**config.mk**
```make
export PLATFORM = sky130hd
export DESIGN_NAME = fetch_ctrl
export DESIGN_NICKNAME = d
export VERILOG_FILES = /design/src/rtl/cpu_pkg.sv /design/src/rtl/fetch_queue.sv /design/src/rtl/fetch_ctrl.sv
export SDC_FILE = /design/constraint.sdc
export NUM_CORES = 1
export LEC_CHECK = 0
export BUFFER_PORTS_ARGS = -buffer_cell sky130_fd_sc_hd__buf_4
export CAP_MARGIN = 20
export CORE_MARGIN = 8
export CORE_UTILIZATION = 53
export DETAILED_ROUTE_END_ITERATION = 7
export PLACE_DENSITY = 0.9
export SYNTH_ARGS = -nofsm -noshare
export SYNTH_HDL_FRONTEND = slang
export SYNTH_SLANG_ARGS = --single-unit
export TNS_END_PERCENT = 5
```
**constraint.sdc**
```tcl
create_clock -name clk -period 3.5 [get_ports clk]
set_input_delay 0.175 -clock clk [delete_from_list [all_inputs] [get_ports clk]]
set_output_delay 0.175 -clock clk [all_outputs]
set_load 0.02 [all_outputs]
```
**src/rtl/cpu_pkg.sv**
```systemverilog
// Shared types and constants for the 32-bit CPU front end.
// Provides the instruction-memory geometry, the fetch FSM state encoding and
// the {pc, instr} record carried through the fetch queue.
package cpu_pkg;

    localparam int IMEM_AW = 6;
    localparam int INSTR_W = 32;

    typedef enum logic [1:0] {
        FETCH_IDLE,
        FETCH_RUN,
        FETCH_HALT
    } fetch_state_t;

    typedef struct packed {
        logic [IMEM_AW-1:0] pc;
        logic [INSTR_W-1:0] instr;
    } fetch_entry_t;

endpackage

```
**src/rtl/fetch_queue.sv**
```systemverilog
// Two-entry synchronous FIFO of {pc, instr} records.
// Ports:
//   clk, rst - clock and synchronous active-high reset
//   push     - write din (ignored when full unless a pop happens the same edge)
//   pop      - drop the head (ignored when empty)
//   flush    - discard all entries; overrides push, may coincide with pop
//   din      - record to write
//   full     - two entries held
//   empty    - no entries held
//   head     - oldest record (registered)
module fetch_queue
    import cpu_pkg::*;
(
    input  logic         clk,
    input  logic         rst,
    input  logic         push,
    input  logic         pop,
    input  logic         flush,
    input  fetch_entry_t din,
    output logic         full,
    output logic         empty,
    output fetch_entry_t head
);

    logic [1:0]   count;
    fetch_entry_t ent0;
    fetch_entry_t ent1;
    logic         pop_ok;
    logic         push_ok;

    assign full    = (count == 2'd2);
    assign empty   = (count == 2'd0);
    assign head    = ent0;
    assign pop_ok  = pop & ~empty;
    assign push_ok = push & (~full | pop_ok);

    always_ff @(posedge clk) begin
        if (rst) begin
            count <= '0;
            ent0  <= '0;
            ent1  <= '0;
        end else if (flush) begin
            count <= '0;
        end else begin
            case ({push_ok, pop_ok})
                2'b10: begin
                    if (empty) ent0 <= din;
                    else       ent1 <= din;
                    count <= count + 2'd1;
                end
                2'b01: begin
                    ent0  <= ent1;
                    count <= count - 2'd1;
                end
                2'b11: begin
                    // Single entry: new word becomes head; full: shift and refill tail.
                    if (count == 2'd1) begin
                        ent0 <= din;
                    end else begin
                        ent0 <= ent1;
                        ent1 <= din;
                    end
                end
                default: ;
            endcase
        end
    end

endmodule

```
**src/rtl/fetch_ctrl.sv**
```systemverilog
// Instruction-fetch sequencer: owns the PC, drives insmem, buffers fetched
// words in a 2-entry queue and hands them to decode via valid/ready.
// Ports:
//   clk, rst        - clock and synchronous active-high reset
//   start           - IDLE/HALT -> RUN
//   halt_req        - stop fetching (queue keeps draining)
//   redirect_valid  - branch/jump taken: flush queue, load redirect_addr
//   redirect_addr   - target word address
//   addr_code       - PC, address to insmem
//   code            - insmem word at addr_code
//   instr, instr_pc - queue head word and its address
//   instr_valid     - queue non-empty
//   instr_ready     - decode accepts the head
//   halted          - FSM in HALT
module fetch_ctrl
    import cpu_pkg::*;
#(
    parameter logic [IMEM_AW-1:0] RESET_PC = '0,
    parameter bit                 WRAP     = 1'b1
) (
    input  logic               clk,
    input  logic               rst,
    input  logic               start,
    input  logic               halt_req,
    input  logic               redirect_valid,
    input  logic [IMEM_AW-1:0] redirect_addr,
    output logic [IMEM_AW-1:0] addr_code,
    input  logic [INSTR_W-1:0] code,
    output logic [INSTR_W-1:0] instr,
    output logic [IMEM_AW-1:0] instr_pc,
    output logic               instr_valid,
    input  logic               instr_ready,
    output logic               halted
);

    fetch_state_t       state;
    fetch_state_t       state_nxt;
    logic [IMEM_AW-1:0] pc;
    logic               push;
    logic               pop;
    logic               full;
    logic               empty;
    logic               wrap_stop;
    fetch_entry_t       head;
    fetch_entry_t       din;

    assign pop       = ~empty & instr_ready;
    assign wrap_stop = push & (pc == '1) & ~WRAP;
    assign din       = '{pc: pc, instr: code};

    always_ff @(posedge clk) begin
        if (rst) state <= FETCH_IDLE;
        else     state <= state_nxt;
    end

    always_comb begin
        state_nxt = state;
        case (state)
            FETCH_IDLE: begin
                if (!redirect_valid && !halt_req && start)
                    state_nxt = FETCH_RUN;
            end
            FETCH_RUN: begin
                if (halt_req || wrap_stop)
                    state_nxt = FETCH_HALT;
            end
            FETCH_HALT: begin
                if (!redirect_valid && !halt_req && start)
                    state_nxt = FETCH_RUN;
            end
            default: state_nxt = FETCH_IDLE;
        endcase
    end

    always_comb begin
        push   = (state == FETCH_RUN) & ~redirect_valid & ~halt_req & (~full | pop);
        halted = (state == FETCH_HALT);
    end

    always_ff @(posedge clk) begin
        if (rst)                      pc <= RESET_PC;
        else if (redirect_valid)      pc <= redirect_addr;
        else if (push && !wrap_stop)  pc <= pc + 1'b1;
    end

    fetch_queue u_queue (
        .clk   (clk),
        .rst   (rst),
        .push  (push),
        .pop   (pop),
        .flush (redirect_valid),
        .din   (din),
        .full  (full),
        .empty (empty),
        .head  (head)
    );

    assign addr_code   = pc;
    assign instr       = head.instr;
    assign instr_pc    = head.pc;
    assign instr_valid = ~empty;

endmodule

```
* Word level (Yosys, flattened, before mapping) *
Index checks and enable logic that the tools add are counted.

storage, ports and cells
  bits in read-only memories = 0
  flip-flop bits (word level) = 86
  input bits = 44
  word-level logic and storage cells = 61
  bits in writable memories = 0
  bits in latches = 0
  output and inout bits = 46
  memories kept = 0

cells by class
  bitwise operators = 12
  equality and inequality tests = 12
  reductions and logical operators = 15
  $add $sub $neg = 3
  $lt $le $gt $ge = 0
  $mul = 0
  div/mod/pow operators = 0
  multiplexer cells = 12
  shift operators = 0

operators by type and width
  operator                                                               count
  38-bit two-way mux                                                     4
  38-bit case mux with 3 select lines                                    1
  38-bit case mux with 2 select lines                                    1
  6-bit two-way mux                                                      2
  2-bit equality test, second input constant                             4
  2-bit case mux with 2 select lines                                     2
  6-bit by 1-bit adder with 6-bit output, second input constant          1
  1-bit bitwise AND                                                      6
  2-bit by 1-bit equality test with 1-bit output, second input constant  3
  2-bit != test, second input constant                                   3
  2-bit nonzero test                                                     3
  2-bit logical NOT                                                      2
  2-bit two-way mux                                                      2
  2-bit by 1-bit != test with 1-bit output, second input constant        2
  1-bit inverter                                                         4
  4-bit AND reduction                                                    1
  2-bit OR reduction                                                     2
  3-bit AND reduction                                                    1
  3-bit nonzero test                                                     1
  2-bit by 1-bit adder with 2-bit output, second input constant          1
  1-bit logical AND                                                      2
  1-bit logical NOT                                                      2
  1-bit bitwise OR                                                       2
  2-bit AND reduction                                                    1
  2-bit by 1-bit subtractor with 2-bit output, second input constant     1

* Depth between registers and ports, before layout *
  depth after elaboration = 9
  mapped depth = 13
  mapped depth without buffers = 10

* By module *
From an unflattened synthesis, not the netlist that was laid out.

second synthesis, totals
  cell total of the unflattened synthesis = 458
  area, all modules = 3718.6 µm²

by module, submodules not included
  module       cells each  sequential area each (µm²)  times used  area each (µm²)
  fetch_queue  403         1561.5                      1           3229.3
  fetch_ctrl   55          160.2                       1           489.2

* Least setup slack after synthesis *
No wires, ideal clock.

  path kind = reg-to-reg
  from = reg u_queue.count[0]
  to = reg u_queue.ent0, in the netlist u_queue.head[32]
  period minus slack after synthesis = 2.689 ns
  path slack = 0.811 ns
  data arrival time = 2.602 ns
  library setup time = 0.087 ns
  cell stages (with the launch flop) = 14
  path buffers = 3
  required time = 3.413 ns
  cells stage by stage = dfxtp_1 > inv_1 > ha_1 > nand2b_1 > buf_2 > a21oi_1 > and2_1 > ha_1 > nor2b_1 > o21a_1 > buf_2 > clkbuf_1 > a22oi_1 > a221oi_2

between the ends
  word-level cells in the longest chain between the ends = 9
  elaborated cells on any way between the ends = 19
  those cells by class = eq/ne: 6; mux: 2; bitwise: 8; reduce/logical: 3

ends and longest elaborated chain
  what                                                                                                    line                                 source
  start, declared                                                                                         fetch_queue.sv:25                    logic [1:0] count;
  start signal, assigned                                                                                  fetch_queue.sv:49                    count <= count + 2'd1;
  start signal, assigned                                                                                  fetch_queue.sv:53                    count <= count - 2'd1;
  2-bit logical NOT                                                                                       fetch_queue.sv:32                    assign empty = (count == 2'd0);
  1-bit inverter                                                                                          fetch_queue.sv:34, fetch_ctrl.sv:47
  1-bit bitwise AND                                                                                       fetch_ctrl.sv:47                     assign pop = ~empty & instr_ready;
  1-bit bitwise OR / 1-bit bitwise AND (equally long branches)                                            fetch_ctrl.sv:76, fetch_queue.sv:34
  1-bit bitwise AND / 1-bit bitwise OR (equally long branches)                                            fetch_ctrl.sv:76, fetch_queue.sv:35
  1-bit bitwise AND                                                                                       fetch_queue.sv:35                    assign push_ok = push & (~full | pop_ok);
  2-bit equality test / 2-bit by 1-bit equality test with 1-bit output (equally long branches)            fetch_queue.sv:45                    case ({push_ok, pop_ok})
  2-bit by 1-bit != test with 1-bit output (no source line) / 3-bit nonzero test (equally long branches)  --
  3-bit AND reduction (no source line)                                                                    --
  end signal, assigned                                                                                    fetch_queue.sv:47                    if (empty) ent0 <= din;
  end signal, assigned                                                                                    fetch_queue.sv:52                    ent0 <= ent1;
  end signal, assigned                                                                                    fetch_queue.sv:58                    ent0 <= din;
  end, declared                                                                                           fetch_queue.sv:26                    fetch_entry_t ent0;

Parallel ways exist; a longest one is shown, timed or not.
A chain may end at the register's enable or synchronous reset.

* Worst setup path in the final report *
  from = reg u_queue.count[0]
  to = reg u_queue.ent0, in the netlist u_queue.head[15]

Same word-level chain as after synthesis.

==> impl_metrics.py <==
metrics = {
    "logic_synthesis": {
        "synth_edf_count": 0,
        "yosys_warnings": 0,
        "synth_top_area_share_pct": 45.4,
        "synth_cell_types": 33,
        "syn_area_um2": 3790,
        "yosys.area_share.simple_pct": 11.2,
        "synth_top_family_by_area": "compound AO/OA/AOI/OAI gates",
        "yosys_most_used_dff": "dfxtp_1",
        "yosys.area_share.xor_xnor_pct": 1.62,
        "syn_nets": 434,
        "synthTopCellsByArea": "dfxtp_1, mux2i_1, nor2_1",
        "synthArstFlopShare_pct": 0,
        "synthAdderAreaFrac_pct": 2.31,
        "syn_inst": 383,
        "muxShareOfSynthArea_pct": 10.3,
        "synth-compound-area-share_pct": 23.3,
        "synth_seq_cells": 86,
        "syn_area_per_cell_um2": 9.89,
        "ys_seq_area_share_pct": 45.4,
        "synth_top_area_cell": "dfxtp_1",
    },
    "routing": {
        "drt-wirelength-per-cell_um": 16.9,
        "wirelength_mm": 9.40,
        "ant_nets": 0,
        "via_per_inst": 5.78,
        "dr.pass1.iters": 5,
        "vias": 3213,
        "dr.first_iter.drc_count": 199,
        "drc": 0,
    },
    "global_routing": {
        "grt_usage_pct": 18.7,
        "grt_overflow": 0,
        "antenna_found_initial": 0,
        "grt_pass1_wl_mm": 15.2,
        "grt_max_degree": 87,
        "grt_pass1_vias": 3186,
        "grt_busiest_layer": "met2",
        "grt.met2_usage_pct": 31.5,
        "gr-usage-met1_pct": 21.7,
        "grt_use_met3_pct": 5.32,
    },
    "pwr": {
        "p_comb_share_pct": 9.3,
        "p_sw_share_pct": 23.9,
        "power_frac_seq_pct": 53.0,
        "leakage_nw": 2.08,
        "irDropWorstVdd_v": 0.000190,
        "power.density_nw_per_um2": 407,
        "p_sw_uw": 455,
        "internal_power_mw": 1.45,
        "clkPwrFrac_pct": 37.6,
        "power_mw": 1.90,
    },
    "placed_design": {
        "dp_hpwl_mm": 6.27,
        "gp_congestion": 0.796,
        "place_inst": 539,
        "port_buffers": 89,
    },
    "floorplan": {
        "core-area_um2": 7100,
        "initial_utilization_pct": 53.4,
        "core.rowCount": 31,
        "die_x_um": 101,
        "die_area_um2": 10100,
        "io_pins": 90,
        "die_height_um": 101,
    },
    "critical_path": {
        "rr_startpoint": "u_queue.count[0]$_SDFFE_PP0P_",
        "worstSetupStartpoint": "u_queue.count[0]$_SDFFE_PP0P_",
        "crit_path_start_kind": "register",
        "arrival_ns": 3.28,
        "required_ns": 3.73,
        "reg2reg_depth": 11,
        "critPathCaptureType": "register",
        "timing_worst_setup_path_type": "reg -> reg",
        "cp_max_fo": 38,
    },
    "min_path": {
        "min_path_cells": 3,
        "hp-class": "in -> reg",
        "min_from": "code[15]",
    },
    "cells_and_area": {
        "num_antenna_cells": 0,
        "layout.cells.non_filler": 556,
        "finalCoreUtilization_pct": 65.9,
        "drive_gt1_share_pct": 29.3,
        "fin_nets": 503,
        "syn2layout_area_growth_pct": 23.4,
    },
    "sta": {
        "period_share_pct": 87.1,
        "fin_worst_skew_ns": 0.0117,
        "timing.final.crit_period_ns": 3.05,
        "whs_ns": 0.0772,
        "finalSetupViolCount": 0,
        "drv_slew": 0,
        "hold_violations": 0,
        "fin_tns_setup_ns": 0,
        "rsz0062_at_grt": "no",
        "max_slew_margin_pct": 35.6,
        "worst_pin_slew_ns": 0.965,
        "fmaxAchievable_mhz": 328,
    },
    "clock_network": {
        "clockBufferDepth": 2,
        "ctsResizeCount": 0,
        "clock-root-buffer": "clkbuf_8",
        "cts_tree": "yes",
        "numCtsBuffers": 9,
        "cts.htree.levels": 3,
        "path_clk_slew_ns": 0.08,
        "insertion_delay_ns": 0.34,
        "clock_sinks": 86,
    },
    "run": {
        "drv_cap": 0,
    },
    "status": {
        "status": "completed",
    },
}
-- logic make-up (layout without fill, tap and decap cells) --
family,count (synthesis),after routing
AND/OR/NAND/NOR,103,103
AO/OA/AOI/OAI,93,93
multiplexers,39,39
flip-flops,86,86
XOR/XNOR,7,7
adder cells (fa/ha/maj),7,7
buffers and inverters,48,122
-- placed cells by master (no fill, tap or decap), types with 2 or more instances in the layout --
cell type,instances
a211oi_1,8
clkinv_4,2
xnor2_1,5
nand3_1,2
nor2b_1,3
clkbuf_8,11
a22oi_1,39
nor2_1,85
a221oi_2,20
mux2i_1,39
a2111oi_2,2
nor3_1,2
nor2_4,2
buf_4,94
dfxtp_1,86
ha_1,7
nand2_1,3
xor2_1,2
inv_1,11
a221oi_1,18
-- metal layers --
| metal | share of wire, % | up-vias | wire, µm |
|---|---|---|---|
| met4 | 0.80 | 0 | 75 |
| met3 | 6.5 | 6 | 615 |
| met1 | 42 | 1584 | 3920 |
| met2 | 51 | 91 | 4790 |
| li1 | - | 1532 | - |
| met5 | 0 | - | 0 |
-- power by group through the flow --
stage	clock (mW)	sequential [mW]	combinational (mW)
floorplan	0	1.05	0.0795
global placement	0	1.03	0.173
detailed placement	0	1.03	0.177
CTS	0.729	1.01	0.179
global route	0.770	1.01	0.194
finish	0.717	1.01	0.178
-- registers in the layout (all words and copies together), names as in the netlist --
signal / count
u_queue.count: 2
state: 2
addr_code: 6
u_queue.ent1: 38
u_queue.head: 38
-- worst max-delay path, cell delays in order (launching register included) --
cell and delay, ns:
dfxtp_1 0.37, inv_1 0.08, ha_1 0.23, nand2b_1 0.35, a21oi_1 0.38, and2_1 0.23
ha_1 0.19, nor2b_1 0.15, o21a_1 0.12, buf_4 0.37, a22oi_1 0.11, a221oi_1 0.34
-- cell type report --
class | count | area [µm²]
clock buffers | 12 | 155
fillers | 546 | 2420
clock inverters | 4 | 55.1
multi-input cells | 249 | 1860
flip-flops and latches | 86 | 1720
well taps | 99 | 124
repair buffers | 95 | 716
inverters | 11 | 41.3
-- worst paths after layout --
check | endpoint | slack, ns
setup / recovery | u_queue.head[15]$_SDFFE_PP0P_ | 0.45
hold / removal | u_queue.ent1[15]$_SDFFE_PP0P_ | 0.08
hold reg to reg | u_queue.ent1[18]$_SDFFE_PP0P_ | 0.50
setup reg to reg | u_queue.head[15]$_SDFFE_PP0P_ | 0.45
-- stage by stage --
stage,area [µm²],worst slack [ns]
finish,4670,0.451
global route,4670,0.192
CTS,4670,0.458
detailed placement,4450,0.480
global placement,4450,0.707
floorplan,3790,0.811
-- cell usage after synthesis, drive strengths merged, types with 5 or more instances --
| cell | instances |
|---|---|
| dfxtp | 86 |
| a211oi | 8 |
| a221oi | 38 |
| xnor2 | 5 |
| nor2 | 87 |
| a22oi | 39 |
| clkbuf | 21 |
| mux2i | 39 |
| buf | 16 |
| ha | 7 |
| inv | 11 |
-- repair_timing --
action                     in CTS  in global routing
buffers inserted                0                  0
setup endpoints to repair       0                  0
hold buffers                    1                  0
hold endpoints to repair        1                  0
Note: power is estimated with default switching activity, not from simulation.
